==> config.mk <==
export PLATFORM = sky130hd
export DESIGN_NAME = ser_frame_collector
export DESIGN_NICKNAME = d
export VERILOG_FILES = /design/src/rtl/ser_frame_collector.sv
export SDC_FILE = /design/constraint.sdc
export NUM_CORES = 1
export LEC_CHECK = 0
export CAP_MARGIN = 20
export CELL_PAD_IN_SITES_DETAIL_PLACEMENT = 0
export CELL_PAD_IN_SITES_GLOBAL_PLACEMENT = 2
export CORE_UTILIZATION = 40
export DETAILED_ROUTE_END_ITERATION = 6
export PLACE_DENSITY_LB_ADDON = 0.1
export SLEW_MARGIN = 20
export SYNTH_ARGS = -nofsm -noshare
export SYNTH_HDL_FRONTEND = slang
export SYNTH_SLANG_ARGS = --single-unit
==> constraint.sdc <==
create_clock -name clk -period 2.7 [get_ports clk]
set_input_delay 0.81 -clock clk [delete_from_list [all_inputs] [get_ports clk]]
set_output_delay 0.81 -clock clk [all_outputs]
set_load 0.01 [all_outputs]
==> src/rtl/ser_frame_collector.sv <==
// ---------------------------------------------------------------------------
// ser_frame_collector
//
// Purpose:
//   Collects the recovered serial stream into bytes, most significant bit
//   first, and buffers the completed bytes in a small FIFO. The host reads
//   the FIFO through a valid/ready handshake. The block also reports, for
//   each frame, how many whole bytes it collected and whether the frame
//   finished normally, was aborted, or lost bytes because the FIFO was full.
//
// Parameters:
//   DEPTH    FIFO entries (power of two, >= 2)
//   COUNT_W  width of byteCount; the count saturates at all-ones
//
// Ports:
//   clk           single clock, all state updates on the rising edge
//   rst           asynchronous, active-high reset
//   txOut         serial data bit, used when txValid is high
//   txValid       txOut carries a payload bit this cycle
//   txAbort       upstream abort pulse; takes priority over txValid
//   rdReady       host takes rdData this cycle
//   rdData        FIFO head byte, 8'h00 while the FIFO is empty
//   rdValid       FIFO holds at least one byte
//   byteCount     whole bytes collected in the current or last frame
//   frameDone     one-cycle pulse after a frame ends normally
//   frameAborted  one-cycle pulse after an abort
//   overflow      sticky flag: a completed byte was dropped on a full FIFO
// ---------------------------------------------------------------------------
module ser_frame_collector #(
  parameter int DEPTH   = 4,
  parameter int COUNT_W = 8
) (
  input  logic               clk,
  input  logic               rst,
  input  logic               txOut,
  input  logic               txValid,
  input  logic               txAbort,
  input  logic               rdReady,
  output logic [7:0]         rdData,
  output logic               rdValid,
  output logic [COUNT_W-1:0] byteCount,
  output logic               frameDone,
  output logic               frameAborted,
  output logic               overflow
);

  localparam int PTR_W = (DEPTH > 1) ? $clog2(DEPTH) : 1;
  localparam int CNT_W = PTR_W + 1;
  localparam logic [CNT_W-1:0] FULL_LEVEL = CNT_W'(DEPTH);

  typedef enum logic {
    IDLE,
    RECV
  } state_t;

  state_t state;
  state_t state_next;

  // Frame control strobes decoded from the FSM
  logic shift_bit;
  logic start_frame;
  logic end_frame;
  logic abort_frame;

  // Bit assembly
  logic [6:0] sr;
  logic [2:0] bit_cnt;
  logic       push;
  logic [7:0] push_byte;

  // FIFO storage and bookkeeping
  logic [7:0]       mem [DEPTH];
  logic [PTR_W-1:0] wr_ptr;
  logic [PTR_W-1:0] rd_ptr;
  logic [CNT_W-1:0] level;
  logic             full;
  logic             pop;
  logic             write;

  // State register for the frame FSM
  always_ff @(posedge clk or posedge rst) begin
    if (rst) begin
      state <= IDLE;
    end else begin
      state <= state_next;
    end
  end

  // Next-state logic: an abort wins over everything else and returns to IDLE
  // from either state; a drop of txValid while receiving ends the frame.
  always_comb begin
    state_next  = state;
    shift_bit   = 1'b0;
    start_frame = 1'b0;
    end_frame   = 1'b0;
    abort_frame = 1'b0;
    if (txAbort) begin
      abort_frame = 1'b1;
      state_next  = IDLE;
    end else begin
      case (state)
        IDLE: begin
          if (txValid) begin
            shift_bit   = 1'b1;
            start_frame = 1'b1;
            state_next  = RECV;
          end
        end
        RECV: begin
          if (txValid) begin
            shift_bit = 1'b1;
          end else begin
            end_frame  = 1'b1;
            state_next = IDLE;
          end
        end
        default: state_next = IDLE;
      endcase
    end
  end

  // The eighth bit of a byte completes it combinationally so that it is
  // written into the FIFO on the same edge it is sampled.
  assign push      = shift_bit && (bit_cnt == 3'd7);
  assign push_byte = {sr, txOut};

  // Shift register, bit counter, byte counter and status pulses. Residual
  // bits of an incomplete byte are thrown away when the frame ends so that
  // the next frame always starts byte-aligned.
  always_ff @(posedge clk or posedge rst) begin
    if (rst) begin
      sr           <= '0;
      bit_cnt      <= '0;
      byteCount    <= '0;
      frameDone    <= 1'b0;
      frameAborted <= 1'b0;
    end else begin
      frameDone    <= end_frame;
      frameAborted <= abort_frame;
      if (abort_frame) begin
        sr        <= '0;
        bit_cnt   <= '0;
        byteCount <= '0;
      end else if (shift_bit) begin
        sr      <= push_byte[6:0];
        bit_cnt <= bit_cnt + 3'd1;
        if (start_frame) begin
          byteCount <= '0;
        end else if (push && (byteCount != '1)) begin
          byteCount <= byteCount + COUNT_W'(1);
        end
      end else if (end_frame) begin
        sr      <= '0;
        bit_cnt <= '0;
      end
    end
  end

  // A pop in the same cycle frees a slot, so a push onto a full FIFO is only
  // lost when the host is not reading at the same time.
  assign full    = (level == FULL_LEVEL);
  assign rdValid = (level != '0);
  assign pop     = rdValid && rdReady;
  assign write   = push && (!full || pop);
  assign rdData  = rdValid ? mem[rd_ptr] : 8'h00;

  // FIFO pointers, fill level, storage and the sticky overflow flag
  always_ff @(posedge clk or posedge rst) begin
    if (rst) begin
      wr_ptr   <= '0;
      rd_ptr   <= '0;
      level    <= '0;
      overflow <= 1'b0;
      for (int i = 0; i < DEPTH; i++) begin
        mem[i] <= 8'h00;
      end
    end else begin
      if (write) begin
        mem[wr_ptr] <= push_byte;
        wr_ptr      <= wr_ptr + PTR_W'(1);
      end
      if (pop) begin
        rd_ptr <= rd_ptr + PTR_W'(1);
      end
      if (write && !pop) begin
        level <= level + CNT_W'(1);
      end else if (pop && !write) begin
        level <= level - CNT_W'(1);
      end
      if (push && full && !pop) begin
        overflow <= 1'b1;
      end
    end
  end

endmodule
==> flow_metrics.py <==
metrics = {
    "floorplanning": {
        "start_util_pct": 41.8,
        "die_area_um2": 7520,
        "core_area_um2": 6870,
        "fp.dieW_um": 86.7,
        "fp.dieH_um": 86.7,
        "num_rows": 30,
        "pin_count": 26,
    },
    "worst_setup_path": {
        "start_kind": "flop",
        "setup.worst_path.class": "flop to primary output",
        "reg2reg_slack_ps": 520,
        "cpMaxStageDelayCell": "mux4_2",
        "crit_path_end_kind": "primary output",
        "arrival_ps": 1790,
        "critical_path.max_stage_delay_ps": 500,
        "r2r-start": "level[1]$_DFFE_PP0P_",
        "cp_max_fo": 10,
        "rr_worst_depth": 8,
        "path_cells": "buf_12 -> mux4_2 -> and2_1 -> dlygate4sd2_1",
        "crit_required_ps": 1890,
        "reg2reg_to": "level[2]$_DFFE_PP0P_",
    },
    "clocking": {
        "numCtsBuffers": 9,
        "cts-root-buf": "clkbuf_8",
        "cts_buffer_depth": 2,
        "clkSlewWorstSetupHoldPaths_ps": 60,
        "h-tree-depth": 3,
        "cts_tree": "yes",
        "clkSinkCount": 61,
        "insertion_delay_ps": 330,
    },
    "route": {
        "drt_pre_antenna_iters": 4,
        "drtIter0Drc": 97,
        "wirelength_mm": 5.84,
        "vias_per_cell": 5.18,
        "drc_errors": 0,
        "vias": 1851,
        "wl_per_cell_um": 16.4,
        "drtAntennaViolNets": 0,
    },
    "sta": {
        "setup_viol": 0,
        "drv_slew": 0,
        "finalCritPeriodShare_pct": 96.2,
        "finClkSkew_ps": 7.54,
        "max_freq_mhz": 385,
        "hold_violations": 0,
        "worstMarginPinSlew_ps": 347,
        "relSlewSlack_pct": 76.8,
        "rsz0062_at_grt": "no",
        "finalCriticalPeriod_ps": 2600,
        "setup_ws_ps": 103,
        "fin_setup_tns_ps": 0,
    },
    "yosys": {
        "ys_seq_elements": 61,
        "synth_cell_types": 37,
        "yosys.area.top_type_share_pct": 53.1,
        "synth_ff_type": "dfrtp_1",
        "syn_area_um2": 2870,
        "syn_area_per_cell_um2": 13.2,
        "synth-seq-area-share_pct": 53.1,
        "synthCells": 217,
        "ys_warn_count": 0,
        "postSynthNetCount": 232,
        "synth_top_area_cell": "dfrtp_1",
        "synth_edf_count": 0,
        "ys_top_cells_by_area": "dfrtp_1 (53%), mux2_2 (11%), mux4_2 (6.3%)",
        "ys_async_sr_fraction_pct": 100,
    },
    "cells_and_area": {
        "area_delta_synth_final_pct": 20.8,
        "fin_nets": 271,
        "layout-drive-gt1-share_pct": 26.1,
        "final_cells": 357,
        "layout_commonest_cell": "dfrtp_1",
        "final_cell_mix": "dfrtp_1 (60), mux2_2 (27), nor2_1 (17), clkdlybuf4s50_1 (17), a21oi_1 (10)",
        "diodes": 0,
        "final_area_um2": 3470,
        "utilization_pct": 50.5,
    },
    "outcome": {
        "outcome": "complete, no violations",
    },
    "global_routing": {
        "grtUsageMet3_pct": 3.14,
        "gr-usage-met1_pct": 20.6,
        "use_met2_pct": 30.5,
        "antenna_found_initial": 0,
        "grt_pass1_wl_mm": 9.67,
        "grt_pass1_vias": 1941,
        "grt_overflow": 0,
        "busiest_layer": "met2",
        "grt_max_degree": 62,
        "grt_usage_pct": 17.4,
    },
    "placement": {
        "place.gp.congestion": 0.762,
        "place_ws_ps": -126,
        "place_area_um2": 3320,
        "placed_cells": 341,
        "io_buffer_count": 25,
        "dp_hpwl_mm": 3.94,
    },
    "run": {
        "cap_violations": 0,
    },
    "min_path": {
        "hp-start": "overflow$_DFFE_PP0P_",
        "hold_path.class": "flop to flop",
        "hold_path_depth": 1,
        "whs_endpoint": "overflow$_DFFE_PP0P_",
    },
    "power": {
        "irDropWorstVdd_v": 0.000231,
        "p_leak_nw": 1.68,
        "pwr_density_cell_nw_per_um2": 592,
    },
}
power by group:
group / leakage (nW) / total [mW] / switching (mW) / internal [mW]
clock network: 0.0784 / 0.658 / 0.326 / 0.332
logic: 0.780 / 0.357 / 0.166 / 0.191
registers: 0.824 / 1.04 / 0.0766 / 0.962
worst max-delay path by stage:
stage / from / endpoint / slack (ps) / cells after the start
after floorplan: txAbort / level[2]$_DFFE_PP0P_ / 270 / 8
after global placement: txAbort / level[2]$_DFFE_PP0P_ / -30 / 9
after detailed placement: txAbort / level[2]$_DFFE_PP0P_ / -130 / 9
after CTS: rd_ptr[0]$_DFFE_PP0P_ / rdData[2] / 1 / 5
after global routing: rd_ptr[0]$_DFFE_PP0P_ / rdData[3] / 20 / 4
final: rd_ptr[0]$_DFFE_PP0P_ / rdData[0] / 100 / 4
per-layer routing:
layer,vias up,share of wire [%]
met5,-,0
met4,0,2.6
met3,15,3.0
met2,37,51
met1,944,43
li1,855,-
stage by stage:
stage / hold slack [ps] / total power [mW]
after floorplan: 456 / 1.26
after global placement: 453 / 1.39
after detailed placement: 459 / 1.41
after CTS: 478 / 2.12
after global routing: 489 / 2.17
final: 467 / 2.05
Yosys cell counts (2+ instances only):
cell	count
dfrtp_1	61
mux2_2	27
ha_1	8
nand4_1	2
o21ai_0	2
nor2_1	17
buf_2	2
a211oi_1	3
mux2_1	6
inv_1	6
nor3b_1	8
nand3_1	4
nor3_1	3
or3_1	2
xor2_1	4
a21oi_1	10
nand2_4	4
and2_1	8
mux2i_1	2
a21o_1	2
nand2_1	2
and3_1	3
mux4_2	8
xnor2_1	5
clkbuf_1	6
logic make-up (layout without fill, tap and decap cells):
group	count (synthesis)	count (layout)	share of synthesized area (%)
buffers and inverters	14	58	1.92
muxes	43	43	19.9
xor gates and xnor gates	9	9	2.74
AOI/OAI and AO/OA	22	22	4.83
adders and majority gates	9	9	4.18
and+or+nand+nor	59	59	13.3
DFF	61	61	53.1
critical path, delay by kind of cell (launching register included):
kind | cells | cell delay [ps]
simple gates | 1 | 160
buf+inv | 2 | 430
mux | 1 | 500
flops | 1 | 370
sequential cells by signal, summed over array words and instances, names as in the netlist:
register and count:
mem 32, byteCount 8, sr 7, bit_cnt 3, level 3, rd_ptr 2, wr_ptr 2, frameAborted 1
frameDone 1, overflow 1, state 1
what timing repair did:
item,4_1_cts,5_1_grt
setup endpoints to repair,9,5
buffers inserted,1,0
resized for setup,13,0
hold buffers,0,0
hold endpoints to repair,0,0
cell type report:
type	instances	area [um^2]
Sequential cell	61	1530
Clock buffer	14	143
Tap cell	96	120
Timing Repair Buffer	36	352
Inverter	6	22.5
Multi-Input combinational cell	142	1300
Clock inverter	2	10.0
Fill cell	611	3400
No activity file was read; power rests on OpenSTA's default activity.
